`src/rtl/core_pkg.sv`:
```
// Shared RV32I core definitions: decoded control bundle, ALU opcodes and
// operand source-select encodings used by the ID/EX stage and the ALU.
package core_pkg;

   localparam int XLEN_C  = 32;
   localparam int REG_AW  = 5;

   localparam logic [3:0] ALU_ADD  = 4'd0;
   localparam logic [3:0] ALU_SUB  = 4'd1;
   localparam logic [3:0] ALU_SLL  = 4'd2;
   localparam logic [3:0] ALU_SLT  = 4'd3;
   localparam logic [3:0] ALU_SLTU = 4'd4;
   localparam logic [3:0] ALU_XOR  = 4'd5;
   localparam logic [3:0] ALU_SRL  = 4'd6;
   localparam logic [3:0] ALU_SRA  = 4'd7;
   localparam logic [3:0] ALU_OR   = 4'd8;
   localparam logic [3:0] ALU_AND  = 4'd9;
   localparam logic [3:0] ALU_PASS = 4'd10;

   localparam logic SRC_A_RS1 = 1'b0;
   localparam logic SRC_A_PC  = 1'b1;
   localparam logic SRC_B_RS2 = 1'b0;
   localparam logic SRC_B_IMM = 1'b1;

   typedef struct packed {
      logic [3:0] alu_op;
      logic       src_a_sel;
      logic       src_b_sel;
      logic       reg_write;
      logic       mem_read;
      logic       mem_write;
      logic       uses_rs1;
      logic       uses_rs2;
   } id_ctrl_t;

   // ALU_ADD is all-zero, so the bubble is simply an all-zero control word.
   localparam id_ctrl_t CTRL_BUBBLE = '{alu_op: ALU_ADD, default: 1'b0};

   // A writeback port hits a source only when enabled, index-matched and not x0.
   function automatic logic wb_hit(input logic               wen,
                                   input logic [REG_AW-1:0] rd,
                                   input logic [REG_AW-1:0] rs);
      return wen && (rd == rs) && (rs != '0);
   endfunction

endpackage

```
`src/rtl/id_ex_stage_fwd_unit.sv`:
```
// Per-source forwarding mux: picks EX/MEM, then MEM/WB, then the held register value.
module fwd_unit
   import core_pkg::*;
#(
   parameter int XLEN = 32
) (
   input  logic [4:0]      rs_addr_i,
   input  logic [XLEN-1:0] rs_data_i,
   input  logic            exmem_wen_i,
   input  logic [4:0]      exmem_rd_i,
   input  logic [XLEN-1:0] exmem_data_i,
   input  logic            memwb_wen_i,
   input  logic [4:0]      memwb_rd_i,
   input  logic [XLEN-1:0] memwb_data_i,
   output logic [XLEN-1:0] fwd_data_o
);

   logic w_exmem_hit;
   logic w_memwb_hit;

   assign w_exmem_hit = wb_hit(exmem_wen_i, exmem_rd_i, rs_addr_i);
   assign w_memwb_hit = wb_hit(memwb_wen_i, memwb_rd_i, rs_addr_i);

   // The younger producer (EX/MEM) always shadows the older one.
   always_comb begin
      fwd_data_o = rs_data_i;
      if (w_exmem_hit)
         fwd_data_o = exmem_data_i;
      else if (w_memwb_hit)
         fwd_data_o = memwb_data_i;
   end

endmodule

```
`src/rtl/id_ex_stage.sv`:
```
// ID/EX pipeline register with operand forwarding, ALU source selection and
// load-use hazard detection for the 5-stage RV32I core.
module id_ex_stage
   import core_pkg::*;
#(
   parameter int XLEN = 32
) (
   input  logic            clk_i,
   input  logic            rst_i,
   input  logic            stall_i,
   input  logic            flush_i,
   input  logic            valid_i,
   input  id_ctrl_t        ctrl_i,
   input  logic [XLEN-1:0] pc_i,
   input  logic [4:0]      rs1_addr_i,
   input  logic [4:0]      rs2_addr_i,
   input  logic [4:0]      rd_addr_i,
   input  logic [XLEN-1:0] rs1_data_i,
   input  logic [XLEN-1:0] rs2_data_i,
   input  logic [XLEN-1:0] imm_i,
   input  logic            exmem_wen_i,
   input  logic [4:0]      exmem_rd_i,
   input  logic [XLEN-1:0] exmem_data_i,
   input  logic            memwb_wen_i,
   input  logic [4:0]      memwb_rd_i,
   input  logic [XLEN-1:0] memwb_data_i,
   output logic [XLEN-1:0] operand_a_o,
   output logic [XLEN-1:0] operand_b_o,
   output logic [3:0]      alu_op_o,
   output logic            valid_o,
   output id_ctrl_t        ctrl_o,
   output logic [XLEN-1:0] pc_o,
   output logic [4:0]      rd_addr_o,
   output logic [XLEN-1:0] store_data_o,
   output logic            load_use_o
);

   logic            r_vld_p1;
   id_ctrl_t        r_ctrl_p1;
   logic [XLEN-1:0] r_pc_p1;
   logic [4:0]      r_rd_p1;
   logic [4:0]      r_rs1_p1;
   logic [4:0]      r_rs2_p1;
   logic [XLEN-1:0] r_rs1_data_p1;
   logic [XLEN-1:0] r_rs2_data_p1;
   logic [XLEN-1:0] r_imm_p1;

   logic [XLEN-1:0] w_fwd_rs1;
   logic [XLEN-1:0] w_fwd_rs2;
   logic            w_rs1_dep;
   logic            w_rs2_dep;

   // ---- ID -> EX boundary ----
   always_ff @(posedge clk_i or posedge rst_i) begin
      if (rst_i) begin
         r_vld_p1      <= 1'b0;
         r_ctrl_p1     <= CTRL_BUBBLE;
         r_pc_p1       <= '0;
         r_rd_p1       <= '0;
         r_rs1_p1      <= '0;
         r_rs2_p1      <= '0;
         r_rs1_data_p1 <= '0;
         r_rs2_data_p1 <= '0;
         r_imm_p1      <= '0;
      end else if (flush_i) begin
         r_vld_p1      <= 1'b0;
         r_ctrl_p1     <= CTRL_BUBBLE;
         r_pc_p1       <= '0;
         r_rd_p1       <= '0;
         r_rs1_p1      <= '0;
         r_rs2_p1      <= '0;
         r_rs1_data_p1 <= '0;
         r_rs2_data_p1 <= '0;
         r_imm_p1      <= '0;
      end else if (stall_i) begin
         // Absorb producers that retire while we wait, so they are not lost.
         r_rs1_data_p1 <= w_fwd_rs1;
         r_rs2_data_p1 <= w_fwd_rs2;
      end else begin
         r_vld_p1      <= valid_i;
         r_ctrl_p1     <= ctrl_i;
         r_pc_p1       <= pc_i;
         r_rd_p1       <= rd_addr_i;
         r_rs1_p1      <= rs1_addr_i;
         r_rs2_p1      <= rs2_addr_i;
         r_rs1_data_p1 <= rs1_data_i;
         r_rs2_data_p1 <= rs2_data_i;
         r_imm_p1      <= imm_i;
      end
   end

   fwd_unit #(.XLEN(XLEN)) u_fwd_rs1 (
      .rs_addr_i    (r_rs1_p1),
      .rs_data_i    (r_rs1_data_p1),
      .exmem_wen_i  (exmem_wen_i),
      .exmem_rd_i   (exmem_rd_i),
      .exmem_data_i (exmem_data_i),
      .memwb_wen_i  (memwb_wen_i),
      .memwb_rd_i   (memwb_rd_i),
      .memwb_data_i (memwb_data_i),
      .fwd_data_o   (w_fwd_rs1)
   );

   fwd_unit #(.XLEN(XLEN)) u_fwd_rs2 (
      .rs_addr_i    (r_rs2_p1),
      .rs_data_i    (r_rs2_data_p1),
      .exmem_wen_i  (exmem_wen_i),
      .exmem_rd_i   (exmem_rd_i),
      .exmem_data_i (exmem_data_i),
      .memwb_wen_i  (memwb_wen_i),
      .memwb_rd_i   (memwb_rd_i),
      .memwb_data_i (memwb_data_i),
      .fwd_data_o   (w_fwd_rs2)
   );

   assign operand_a_o  = (r_ctrl_p1.src_a_sel == SRC_A_PC)  ? r_pc_p1  : w_fwd_rs1;
   assign operand_b_o  = (r_ctrl_p1.src_b_sel == SRC_B_IMM) ? r_imm_p1 : w_fwd_rs2;
   assign store_data_o = w_fwd_rs2;
   assign alu_op_o     = r_ctrl_p1.alu_op;
   assign valid_o      = r_vld_p1;
   assign ctrl_o       = r_ctrl_p1;
   assign pc_o         = r_pc_p1;
   assign rd_addr_o    = r_rd_p1;

   // A load in EX cannot forward its data in time to the instruction in decode.
   assign w_rs1_dep  = valid_i && ctrl_i.uses_rs1 && (rs1_addr_i == r_rd_p1);
   assign w_rs2_dep  = valid_i && ctrl_i.uses_rs2 && (rs2_addr_i == r_rd_p1);
   assign load_use_o = r_vld_p1 && r_ctrl_p1.mem_read && (r_rd_p1 != 5'd0)
                       && (w_rs1_dep || w_rs2_dep);

endmodule

```
`config.mk`:
```
export PLATFORM = sky130hd
export DESIGN_NAME = id_ex_stage
export DESIGN_NICKNAME = d
export VERILOG_FILES = /design/src/rtl/core_pkg.sv /design/src/rtl/id_ex_stage_fwd_unit.sv /design/src/rtl/id_ex_stage.sv
export SDC_FILE = /design/constraint.sdc
export NUM_CORES = 1
export LEC_CHECK = 0
export ABC_CLOCK_PERIOD_IN_PS = 10110
export CORE_AREA = 4 4 148 150
export CTS_BUF_LIST = sky130_fd_sc_hd__clkbuf_2
export DETAILED_ROUTE_END_ITERATION = 8
export DIE_AREA = 0 0 152 154
export PLACE_DENSITY = 0.81
export SYNTH_ARGS = -nofsm -noshare
export SYNTH_HDL_FRONTEND = slang
export SYNTH_SLANG_ARGS = --single-unit
```
`constraint.sdc`:
```
create_clock -name clk_i -period 10.11 [get_ports clk_i]
set_clock_uncertainty 0.2 [all_clocks]
set_input_delay 3.033 -clock clk_i [delete_from_list [all_inputs] [get_ports clk_i]]
set_output_delay 3.033 -clock clk_i [all_outputs]
set_load 0.01 [all_outputs]
```
After elaboration in Yosys (flattened, before gate mapping) --
Cells that the tools add are included.
Storage, ports and cells: flip-flop bits (word level) 155, bits in latches 0, RAM bits 0, bits in read-only memories 0, input port bits 235, output and inout bits 150, word-level logic and storage cells 66, memories kept 0
Operators by class: add/subtract/negate cells 0, $mul 0, divide/modulo/power cells 0, magnitude comparators 0, equal/unequal tests 7, shifts and indexed selects 0, mux-type cells 24, bitwise gates (word level) 0, reductions and logical operators 19
Operators with widths (count):
- 32-bit 2-to-1 mux | 14
- 5-bit == test | 6
- 5-bit 2-to-1 mux | 6
- 11-bit 2-to-1 mux | 2
- 1-bit logical AND | 15
- 5-bit nonzero test | 3
- 1-bit 2-to-1 mux | 2
- 2-bit by 1-bit != test with 1-bit output (second input constant) | 1
- 1-bit logical OR | 1

Longest topological paths before layout --
word-level depth 7, mapped depth 7

Cells and area by module --
From an unflattened synthesis, not the netlist that was laid out.
Unflattened totals: cells, all modules 989, area total of the unflattened synthesis 9345.2 um^2
Modules (own cells, without submodules):
- id_ex_stage | times used 1, cells each 593, area an instance 7138.1 um^2, sequential area each 3878.7 um^2
- fwd_unit | times used 2, cells each 198, area an instance 1103.6 um^2, sequential area each 0.0 um^2

Worst setup path after synthesis --
No wires, ideal clock.
path kind in2out, start input port exmem_rd_i[2], end output port operand_a_o[10], arrival time 4.610 ns, required time 6.877 ns, path slack 2.267 ns, stages on the path 6, cell sequence or2_0 o21a_1 or3_1 nor2b_1 clkbuf_1 a221oi_1
On the way: longest elaborated chain between the ends 5
RTL lines:
- start, declared | line id_ex_stage.sv:22 | input logic [4:0] exmem_rd_i,
- 5-bit == test | line core_pkg.sv:43 | return wen && (rd == rs) && (rs != '0);
- 1-bit logical AND (2 in a row) | line core_pkg.sv:43
- 32-bit 2-to-1 mux | line id_ex_stage_fwd_unit.sv:27 | if (w_exmem_hit)
- 32-bit 2-to-1 mux | line id_ex_stage.sv:116 | assign operand_a_o = (r_ctrl_p1.src_a_sel == SRC_A_PC) ? r_pc_p1 : w_fwd_rs1;
- end, declared | line id_ex_stage.sv:27 | output logic [XLEN-1:0] operand_a_o,
No other way between the ends.

Final worst setup path --
start input port exmem_rd_i[2], end output port operand_a_o[1]
Same word-level chain as after synthesis.

==> impl_metrics.json <==
{
  "ir_drop_mv": 0.0735,
  "crit_start": "exmem_rd_i[2]",
  "finalCritPeriodShare_pct": 90.8,
  "arrival_ps": 5940,
  "detail_route.wl_per_cell_um": 24.0,
  "drt_iter0_drc": 721,
  "worstPathRequired_ps": 6880,
  "yosys.area.top_type": "dfrtp_1",
  "slew-limit-headroom_pct": 24.7,
  "hpwl_um": 25400,
  "wl_met3_um": 2810,
  "grt_use_total_pct": 29.8,
  "ys_warn_count": 0,
  "status": "finished, final reports clean",
  "grt_pass1_vias": 9433,
  "drive_gt1_share_pct": 10.5,
  "initial_core_util_pct": 44.6,
  "clock-sinks": 155,
  "fin_hold_ws_ps": 360,
  "wl_met2_um": 17700,
  "drt-met1-wl_um": 14200,
  "synth.ff_latch_count": 155,
  "firstDrtPassIters": 6,
  "io_buffers": 384,
  "tightest_slew_ps": 1130,
  "cp-start-kind": "primary input",
  "crit_slowest_cell": "nor2_4",
  "ant_nets": 0,
  "place_inst": 1464,
  "synth_area_leaders": "dfrtp_1 (42%), mux2i_1 (13%), a31oi_4 (6.9%), mux2_2 (3.9%), nor2_1 (3.8%)",
  "worst-r2r-cell-count": 5,
  "routed_wl_um": 35900,
  "grt_max_degree": 94,
  "dieHeight_um": 154,
  "hold_viol": 0,
  "numCtsBuffers": 17,
  "final_util_pct": 64.9,
  "cts-root-buf": "clkbuf_2",
  "finalPower_mw": 1.50,
  "yosysSeqAreaShare_pct": 42.0,
  "final.setup.tns_ps": 0,
  "synth_top_area_share_pct": 42.0,
  "cts_setup_buffers": 0,
  "clkSlewWorstSetupHoldPaths_ps": 240,
  "nNetsFinal": 1443,
  "gr-total-overflow": 0,
  "cts_tree": "done",
  "syn_avg_cell_area_um2": 10.6,
  "finalCriticalPeriod_ps": 9180,
  "vias": 8827,
  "clk_path_buf_depth": 2,
  "crit_chain": "clkdlybuf4s50_1, or2_0, o21a_1, or3_1, nor2_4, buf_4, a221oi_1, clkdlybuf4s50_1",
  "fmax_mhz": 109,
  "syn_to_final_growth_pct": 45.7,
  "final_cell_count_no_fill": 1497,
  "synth_cell_types": 39,
  "endpoint_kind": "output pin",
  "synthesis.area_um2": 9230,
  "core-area_um2": 20700,
  "drc": 0,
  "syn-num-nets": 1107,
  "power_density_nw_per_um2": 112,
  "cp_common_cell": "clkdlybuf4s50_1",
  "top_layer": "met4",
  "globalplace.congestion": 0.944,
  "io_pins": 385,
  "crit_end": "operand_a_o[1]",
  "timing.rr.start": "r_rs2_p1[4]",
  "viasPerCell": 5.90,
  "grt_pass1_wl_um": 54900,
  "cp_slowest_stage_delay_ps": 560,
  "fillers": 1746,
  "maxCapViolCount": 0,
  "dieArea_um2": 23400,
  "antenna_found_initial": 1,
  "path_class": "in2out",
  "clkLatencyLatePin_ps": 750,
  "setup_viol": 0,
  "min_path_type": "reg2reg",
  "drv_slew": 0,
  "power_leakage_nw": 5.52,
  "ctsResizeCount": 0,
  "r2r_slack_ps": 6960,
  "dieWidth_um": 152,
  "htree_levels": 4,
  "num_rows": 53,
  "crit_fanout": 21,
  "ctsHoldBuffers": 0,
  "syn_inst": 872,
  "rsz0062_at_grt": "no",
  "reg2reg_to": "r_rs2_data_p1[31]"
}
sequential cells by signal (all words and copies together), names as in the netlist:
name	count
pc_o	32
r_imm_p1	32
r_rs1_data_p1	32
r_rs2_data_p1	32
ctrl_o	7
r_rs1_p1	5
r_rs2_p1	5
rd_addr_o	5
alu_op_o	4
valid_o	1
where the power goes:
group	total, mW	switching (mW)	internal, mW
clock network	0.347	0.254	0.0932
registers	0.684	0.0282	0.656
logic	0.468	0.217	0.250
layout by cell type, fill, tap and decap left out, drive strengths merged, types with 2 or more instances in the layout:
master	count
nand3	2
nand4	36
nand2	6
a22oi	32
nor4	3
or2	3
clkdlybuf4s50	382
o31ai	32
o21ai	32
clkbuf	17
nor2	94
a31oi	32
clkinvlp	2
nor3	32
a22o	32
mux2	32
mux2i	123
buf	22
o211ai	2
clkinv	7
or3	2
xnor2	20
or4	2
nor2b	33
dfrtp	155
inv	39
xor2	8
a221oi	31
metal layers:
metal  GRT usage [%]  up-vias
met5               0        -
met2            50.9      518
met3            6.81       84
met4            12.2        0
met1            36.5     4340
li1                -     3885
how the worst min path moves through the flow:
stage | startpoint | endpoint | depth (start not counted)
after floorplan | r_imm_p1[0] | r_imm_p1[0] | 2
after global placement | r_imm_p1[28] | r_imm_p1[28] | 2
after detailed placement | r_imm_p1[22] | r_imm_p1[22] | 2
after CTS | r_imm_p1[19] | r_imm_p1[19] | 2
after global routing | r_imm_p1[7] | r_imm_p1[7] | 2
final | r_imm_p1[29] | r_imm_p1[29] | 2
logic make-up (layout without fill, tap and decap cells):
family	Yosys count	count (layout)	synth area share, %
buffers and inverters	121	470	5.87
AND/OR/NAND/NOR	216	216	11.6
AO/OA/AOI/OAI	197	197	20.6
other	0	1	0
flip-flops	155	155	42.0
multiplexers	155	155	17.3
XOR/XNOR	28	28	2.66
stage by stage:
stage          setup WS [ps]  instance area (um2)
2_1_floorplan           2270                 9230
3_3_place_gp             997                13200
3_5_place_dp             928                13200
4_1_cts                  933                13400
5_1_grt                  781                13400
6_report                 935                13400
worst max-delay path, delay by kind of cell:
family / cells / cell delay [ps]
AO/OA/AOI/OAI: 2 / 300
AND/OR/NAND/NOR: 3 / 1250
buffers and inverters: 3 / 1340
Yosys cell counts (all sizes together):
cell / instances
nor2: 94
xnor2: 20
inv: 34
o31ai: 32
a22o: 32
a31oi: 32
xor2: 8
nor2b: 33
or3: 2
or2: 3
and4: 1
a222oi: 1
and2: 1
o211ai: 2
dfrtp: 155
nand4: 36
or4: 2
nand3: 2
nor4: 3
nand2: 6
o21a: 1
a221oi: 31
nor4b: 1
o21ai: 32
mux2i: 123
nor3: 32
clkbuf: 66
buf: 21
a21oi: 1
a211oi: 1
mux2: 32
a22oi: 32
cell type report:
| cell class | count | area, um2 | area share, % |
|---|---|---|---|
| multi-input combinational | 596 | 4870 | 36.2 |
| timing repair buffer | 404 | 3990 | 29.7 |
| sequential | 155 | 3880 | 28.9 |
| tap | 275 | 344 | 2.56 |
| clock inverter | 15 | 138 | 1.02 |
| inverter | 34 | 133 | 0.987 |
| clock buffer | 17 | 85.1 | 0.633 |
| antenna | 1 | 2.50 | 0.0186 |
Power figures use the tool's default switching activity.
